$ cat config.mk
export PLATFORM = sky130hd
export DESIGN_NAME = noc_cfg_arbiter
export DESIGN_NICKNAME = d
export VERILOG_FILES = /design/src/rtl/noc_cfg_pkg.sv /design/src/rtl/noc_cfg_arbiter_rr_arb2.sv /design/src/rtl/noc_cfg_arbiter.sv
export SDC_FILE = /design/constraint.sdc
export NUM_CORES = 1
export LEC_CHECK = 0
export ABC_AREA = 1
export CORE_ASPECT_RATIO = 0.6
export CORE_MARGIN = 2
export CORE_UTILIZATION = 35
export CTS_CLUSTER_DIAMETER = 40
export CTS_CLUSTER_SIZE = 40
export DETAILED_ROUTE_END_ITERATION = 8
export HOLD_SLACK_MARGIN = 0.08
export SLEW_MARGIN = 20
export SYNTH_ARGS = -nofsm -noshare
export SYNTH_HDL_FRONTEND = slang
export SYNTH_SLANG_ARGS = --single-unit
$ cat constraint.sdc
create_clock -name clk -period 7.3 [get_ports clk]
set_input_delay 1.825 -clock clk [delete_from_list [all_inputs] [get_ports clk]]
set_output_delay 1.825 -clock clk [all_outputs]
set_load 0.01 [all_outputs]
$ cat src/rtl/noc_cfg_pkg.sv
// Shared constants and types for the NoC configuration-register arbiter:
// register map, FSM states, requester identifiers and STATUS field layout.
package noc_cfg_pkg;

    localparam int unsigned ADDR_ID      = 0;
    localparam int unsigned ADDR_CTRL    = 1;
    localparam int unsigned ADDR_STATUS  = 2;
    localparam int unsigned ADDR_SCRATCH = 3;

    localparam int unsigned STAT_TXN_LSB = 0;
    localparam int unsigned STAT_TXN_W   = 16;
    localparam int unsigned STAT_ERR_LSB = 16;
    localparam int unsigned STAT_ERR_W   = 8;

    typedef enum logic [1:0] {
        IDLE  = 2'd0,
        GRANT = 2'd1,
        RESP  = 2'd2
    } state_e;

    typedef enum logic {
        SIDE_A = 1'b0,
        SIDE_B = 1'b1
    } side_e;

    function automatic logic [STAT_ERR_W-1:0] sat_inc(input logic [STAT_ERR_W-1:0] v);
        return (&v) ? v : v + 1'b1;
    endfunction

endpackage

$ cat src/rtl/noc_cfg_arbiter_rr_arb2.sv
// Two-input round-robin selector; purely combinational, the priority pointer
// is owned by the instantiating module.
module rr_arb2
    import noc_cfg_pkg::*;
(
    input  logic [1:0] req_i,    // bit 0 = A, bit 1 = B
    input  side_e      ptr_i,
    output side_e      owner_o,
    output logic       valid_o
);

    // NOTE: every output gets a default before any branch so no path infers a latch.
    always_comb begin
        valid_o = |req_i;
        owner_o = ptr_i;
        if (req_i == 2'b01) begin
            owner_o = SIDE_A;
        end else if (req_i == 2'b10) begin
            owner_o = SIDE_B;
        end
    end

endmodule

$ cat src/rtl/noc_cfg_arbiter.sv
// Configuration-register controller: round-robin arbitration between two requesters
// for one register bank (ID, CTRL, STATUS, SCRATCH), one transaction at a time.
module noc_cfg_arbiter
    import noc_cfg_pkg::*;
#(
    parameter int unsigned         SIZE_REG = 32,
    parameter logic [SIZE_REG-1:0] ID       = SIZE_REG'(32'h0000_1000),
    parameter int unsigned         ADDR_W   = 4
) (
    input  logic                clk,
    input  logic                rst,
    input  logic                req_a,
    input  logic                we_a,
    input  logic [ADDR_W-1:0]   addr_a,
    input  logic [SIZE_REG-1:0] wdata_a,
    input  logic                req_b,
    input  logic                we_b,
    input  logic [ADDR_W-1:0]   addr_b,
    input  logic [SIZE_REG-1:0] wdata_b,
    output logic                gnt_a,
    output logic                gnt_b,
    output logic                rvalid_a,
    output logic                rvalid_b,
    output logic [SIZE_REG-1:0] rdata_a,
    output logic [SIZE_REG-1:0] rdata_b,
    output logic                err_a,
    output logic                err_b,
    output logic [SIZE_REG-1:0] ctrl_o
);

    state_e                  state_q, state_d;
    side_e                   ptr_q, ptr_d;
    side_e                   owner_q, owner_d;
    logic [SIZE_REG-1:0]     ctrl_q, ctrl_d;
    logic [SIZE_REG-1:0]     scratch_q, scratch_d;
    logic [STAT_TXN_W-1:0]   stat_txn_q, stat_txn_d;
    logic [STAT_ERR_W-1:0]   stat_err_q, stat_err_d;
    logic                    gnt_a_q, gnt_a_d, gnt_b_q, gnt_b_d;
    logic                    rvalid_a_q, rvalid_a_d, rvalid_b_q, rvalid_b_d;
    logic                    err_a_q, err_a_d, err_b_q, err_b_d;
    logic [SIZE_REG-1:0]     rdata_a_q, rdata_a_d, rdata_b_q, rdata_b_d;

    side_e                   arb_owner;
    logic                    arb_valid;

    rr_arb2 u_rr_arb2 (
        .req_i   ({req_b, req_a}),
        .ptr_i   (ptr_q),
        .owner_o (arb_owner),
        .valid_o (arb_valid)
    );

    // The owner's request fields stay stable until its grant has been consumed.
    logic                    acc_we;
    logic [ADDR_W-1:0]       acc_addr;
    logic [SIZE_REG-1:0]     acc_wdata;
    assign acc_we    = (owner_q == SIDE_B) ? we_b    : we_a;
    assign acc_addr  = (owner_q == SIDE_B) ? addr_b  : addr_a;
    assign acc_wdata = (owner_q == SIDE_B) ? wdata_b : wdata_a;

    logic [SIZE_REG-1:0]     status_val;
    always_comb begin
        status_val = '0;
        status_val[STAT_TXN_LSB +: STAT_TXN_W] = stat_txn_q;
        status_val[STAT_ERR_LSB +: STAT_ERR_W] = stat_err_q;
    end

    logic [SIZE_REG-1:0]     acc_rdata;
    logic                    acc_err;
    logic                    wr_ctrl;
    logic                    wr_scratch;

    always_comb begin
        acc_rdata  = '0;
        acc_err    = 1'b0;
        wr_ctrl    = 1'b0;
        wr_scratch = 1'b0;
        if (acc_addr == ADDR_W'(ADDR_ID)) begin
            if (acc_we) acc_err   = 1'b1;
            else        acc_rdata = ID;
        end else if (acc_addr == ADDR_W'(ADDR_CTRL)) begin
            if (acc_we) wr_ctrl   = 1'b1;
            else        acc_rdata = ctrl_q;
        end else if (acc_addr == ADDR_W'(ADDR_STATUS)) begin
            if (acc_we) acc_err   = 1'b1;
            else        acc_rdata = status_val;
        end else if (acc_addr == ADDR_W'(ADDR_SCRATCH)) begin
            if (acc_we) wr_scratch = 1'b1;
            else        acc_rdata  = scratch_q;
        end else begin
            acc_err = 1'b1;
        end
    end

    always_comb begin
        state_d    = state_q;
        ptr_d      = ptr_q;
        owner_d    = owner_q;
        ctrl_d     = ctrl_q;
        scratch_d  = scratch_q;
        stat_txn_d = stat_txn_q;
        stat_err_d = stat_err_q;
        gnt_a_d    = 1'b0;
        gnt_b_d    = 1'b0;
        rvalid_a_d = 1'b0;
        rvalid_b_d = 1'b0;
        err_a_d    = 1'b0;
        err_b_d    = 1'b0;
        rdata_a_d  = '0;
        rdata_b_d  = '0;

        unique case (state_q)
            IDLE: begin
                if (arb_valid) begin
                    owner_d = arb_owner;
                    ptr_d   = (arb_owner == SIDE_A) ? SIDE_B : SIDE_A;
                    gnt_a_d = (arb_owner == SIDE_A);
                    gnt_b_d = (arb_owner == SIDE_B);
                    state_d = GRANT;
                end
            end
            GRANT: begin
                if (wr_ctrl)    ctrl_d    = acc_wdata;
                if (wr_scratch) scratch_d = acc_wdata;
                stat_txn_d = stat_txn_q + 1'b1;
                if (acc_err) stat_err_d = sat_inc(stat_err_q);
                if (owner_q == SIDE_A) begin
                    rvalid_a_d = 1'b1;
                    rdata_a_d  = acc_rdata;
                    err_a_d    = acc_err;
                end else begin
                    rvalid_b_d = 1'b1;
                    rdata_b_d  = acc_rdata;
                    err_b_d    = acc_err;
                end
                state_d = RESP;
            end
            RESP: begin
                state_d = IDLE;
            end
            default: begin
                state_d = IDLE;
            end
        endcase
    end

    // NOTE: sequential state uses non-blocking assignments so every register samples pre-edge values.
    always_ff @(posedge clk or posedge rst) begin
        if (rst) begin
            state_q    <= IDLE;
            ptr_q      <= SIDE_A;
            owner_q    <= SIDE_A;
            ctrl_q     <= '0;
            scratch_q  <= '0;
            stat_txn_q <= '0;
            stat_err_q <= '0;
            gnt_a_q    <= 1'b0;
            gnt_b_q    <= 1'b0;
            rvalid_a_q <= 1'b0;
            rvalid_b_q <= 1'b0;
            err_a_q    <= 1'b0;
            err_b_q    <= 1'b0;
            rdata_a_q  <= '0;
            rdata_b_q  <= '0;
        end else begin
            state_q    <= state_d;
            ptr_q      <= ptr_d;
            owner_q    <= owner_d;
            ctrl_q     <= ctrl_d;
            scratch_q  <= scratch_d;
            stat_txn_q <= stat_txn_d;
            stat_err_q <= stat_err_d;
            gnt_a_q    <= gnt_a_d;
            gnt_b_q    <= gnt_b_d;
            rvalid_a_q <= rvalid_a_d;
            rvalid_b_q <= rvalid_b_d;
            err_a_q    <= err_a_d;
            err_b_q    <= err_b_d;
            rdata_a_q  <= rdata_a_d;
            rdata_b_q  <= rdata_b_d;
        end
    end

    assign gnt_a    = gnt_a_q;
    assign gnt_b    = gnt_b_q;
    assign rvalid_a = rvalid_a_q;
    assign rvalid_b = rvalid_b_q;
    assign rdata_a  = rdata_a_q;
    assign rdata_b  = rdata_b_q;
    assign err_a    = err_a_q;
    assign err_b    = err_b_q;
    assign ctrl_o   = ctrl_q;

endmodule

==> metrics.md <==
| Metric | Value |
|---|---|
| Worst path max stage delay | 900 ps |
| CP max stage cell | dfrtp_2 |
| Mapped Nets | 961 |
| Fin. max-slew vios | 0 |
| Gpl congestion | 0.812 |
| Yosys reg bits | 162 |
| PortBufs | 179 |
| Core area | 0.0201 mm² |
| Synth top area share | 56.5% |
| Drt drc | 0 |
| Vias in the first global route | 5788 |
| Clock tree root driver cell | clkbuf_16 |
| Crit share post-route | a little over half |
| Remaining global-route overflow | 0 |
| Seq/Total Area, Yosys | 56.5% |
| H-Tree Level Count | 4 |
| Post-Synth Simple-Gate Area | between 20 and 25% |
| Delay-heaviest family, CP | buffers and inverters |
| Fraction of the mapped netlist area in adder cells | 0.349% |
| Sw frac | 37.8% |
| Ratio of cells with drive above 1 in the final layout | 4.82% |
| Compound-gate portion of the synthesized area | 8.36% |
| Dominant synthesized flop cell | dfrtp_1 |
| Synth Area in XOR/XNOR | 2.56% |
| # nets final | 1125 |
| Number of flops mapped to enable cells by yosys | 0 |
| Pleak | approximately 4.7 nW |
| Critical path arrival | 4190 ps |
| Synth top area cells | dfrtp_1 57%, nand2_1 13%, nor2_1 7.3% |
| Yosys cell types | 30 |
| Top Ports | 180 |
| Worst setup margin | 3420 ps |
| Clk_skew | approximately 12 ps |
| Status | finished, final reports clean |
| Non-filler instance count after layout | 1331 |
| Kind of critical path | register to register |
| Final hold vios | 0 |
| Layout area overhead | 36.4% |
| Hold Buf Count CTS | 0 |
| Slew margin rel. | between 20% and 30% |
| Synth warn | 0 |
| First-pass GRT wire length | roughly 32000 µm |
| Largest net degree at the start of global routing | 65 |
| Post-synthesis cell area | 0.00717 mm² |
| CTS tree | done |
| Die area | 0.0217 mm² |
| # Max-Cap Violations | 0 |
| CTS Sinks | 162 |
| Crit start category | register |
| Setup TNS | 0 ps |
| PwrDens | 324 mW/mm² |
| Final WL | 20300 µm |
| Largest family of logic cells by synthesized area | simple AND/OR/NAND/NOR gates |
| Peak supply drop | approximately 0.00017 V |
| Logic pwr share | 32.6% |
| Wire per inst | 15.3 µm |
| ANT cells | 0 |
| Drt first-iter violations | 447 |
| Die height | 115 µm |
| Die Span X | 189 µm |
| Setup crit end kind | register |
| Sequential share of power | 39.4% |
| Unrepaired setup endpoints after global routing | false |
| CTS max path bufs | 2 |
| Worst hold path class | register to register |
| Clock latency on the worst-skew pair | 420 ps |
| Asr flop ratio synth | 100% |
| Initial Util | 35.7% |
| Post-cts repair resize count | 0 |
| Drt pass-1 iters | 5 |
| Mapped Cells | between 800 and 900 |
| Post-CTS Setup Inserts | 0 |
| FF-to-FF setup slack | 3420 ps |
| Row count | 40 |
| Detail Route Antenna Nets | 0 |
| Achievable Freq | 0.257 GHz |
| Mux cell area share after synthesis | 0% |
| Initial antenna violation count | 0 |
| Via density | 4.55 |
| Worst-margin pin slew | 1070 ps |
| CP cell instances | clkinv_1 -> buf_4 -> nand2_1 -> nand2_1 -> buf_4 -> nor2_1 -> nand4_4 -> o21ai_0 |
| Cts bufs inserted | 17 |
| Clock share of power | between 20 and 30% |
| Place WS | 3010 ps |
| Top post-synthesis cells by count | 255 x nand2_1, 162 x dfrtp_1, 139 x nor2_1 |
| Worst path required time | 7610 ps |
| Placed insts | between 1000 and 1500 |
| Dpl hpwl | around 14000 µm |
| Maximum fanout along the worst path | 64 |
| Clk pin slew, worst setup/hold paths | 70 ps |
| Internal Power | ~2 mW |
| Buf/Inv on CP | 3 |
| Final setup violation count | 0 |
| Net Sw Power | 1.20 mW |
| Yosys top cell by area | dfrtp_1 |
| Final worst path period need | 3880 ps |
| Vias | 6061 |
| Fillers | about 1900 |
| Top-count cell post-synth | nand2_1 |
| Overall Global Routing Usage | between 15 and 20% |
| Post-Syn Area per Cell | 8.14 µm² |
[power groups by stage]
stage	sequential [mW]	combinational (mW)	clock, mW
after global routing	1.28	1.17	0.936
final	1.25	1.03	0.886
after global placement	1.26	1.03	0
after detailed placement	1.26	1.04	0
after CTS	1.25	1.05	0.903
after floorplan	1.24	0.573	0
[layout make-up]
type / instances / area (µm²) / area share [%]
repair buffers: 188 / 1860 / 19.0
clock inverters: 13 / 141 / 1.45
flip-flops and latches: 162 / 4060 / 41.5
inverters: 96 / 365 / 3.74
clock buffers: 19 / 443 / 4.53
multi-input cells: 580 / 2570 / 26.3
well taps: 273 / 342 / 3.49
[logic make-up after synthesis]
| logic type | after synthesis |
|---|---|
| buffers and inverters | 139 |
| AND/OR/NAND/NOR | 442 |
| flip-flops | 162 |
| AO/OA/AOI/OAI | 115 |
| adder cells (fa/ha/maj) | 2 |
| XOR/XNOR | 21 |
[metal layers]
| layer | GRT usage, % | up-vias | wire length, µm |
|---|---|---|---|
| met5 | 0 | - | 0 |
| met4 | 3.75 | 0 | 96 |
| met3 | 5.98 | 10 | 1640 |
| met2 | 27.1 | 218 | 8040 |
| met1 | 29.3 | 2784 | 10600 |
| li1 | - | 3049 | - |
[layout by cell type (no fill, tap or decap), types with 5 or more instances in the layout]
cell / synthesis / final
a21oi_1: 7 / 7
xnor2_1: 11 / 11
xor2_1: 10 / 10
inv_6: 0 / 5
buf_4: 5 / 9
inv_1: 94 / 92
clkdlybuf4s50_1: 0 / 179
o21ai_0: 99 / 99
nand3_1: 35 / 35
nor2_1: 139 / 138
clkbuf_16: 0 / 17
dfrtp_1: 162 / 161
nand2_1: 255 / 255
[final timing paths]
check                              start  depth (start not counted)             to
max                              owner_q                          8   scratch_q[3]
min                        scratch_q[23]                          2  scratch_q[23]
max reg2reg                      owner_q                          8   scratch_q[3]
min reg2reg                scratch_q[23]                          2  scratch_q[23]
max in group asynchronous            rst                          3  scratch_q[23]
min in group asynchronous            rst                          2     rdata_a[3]
[worst register-to-register path, cell delays in order (launching register included)]
cell	delay, ps
dfrtp_2	900
clkinv_1	660
buf_4	430
nand2_1	100
nand2_1	50
buf_4	230
nor2_1	270
nand4_4	660
o21ai_0	480
[metrics by stage]
step | utilization [%] | power (mW) | hold WS [ps] | cell area, µm²
2_1_floorplan | - | 1.82 | 446 | 7170
3_3_place_gp | 45.8 | 2.29 | 460 | 9190
3_5_place_dp | 45.8 | 2.31 | 468 | 9190
4_1_cts | 48.7 | 3.20 | 484 | 9780
5_1_grt | 48.7 | 3.38 | 498 | 9780
6_report | 48.7 | 3.17 | 482 | 9780
[sequential cells by signal, indices dropped and copies added (netlist names), 2 cells and up]
register    cells
ctrl_o         32
rdata_a        32
rdata_b        32
scratch_q      32
stat_txn_q     16
stat_err_q      8
state_q         2
(Power assumes the default switching activity.)
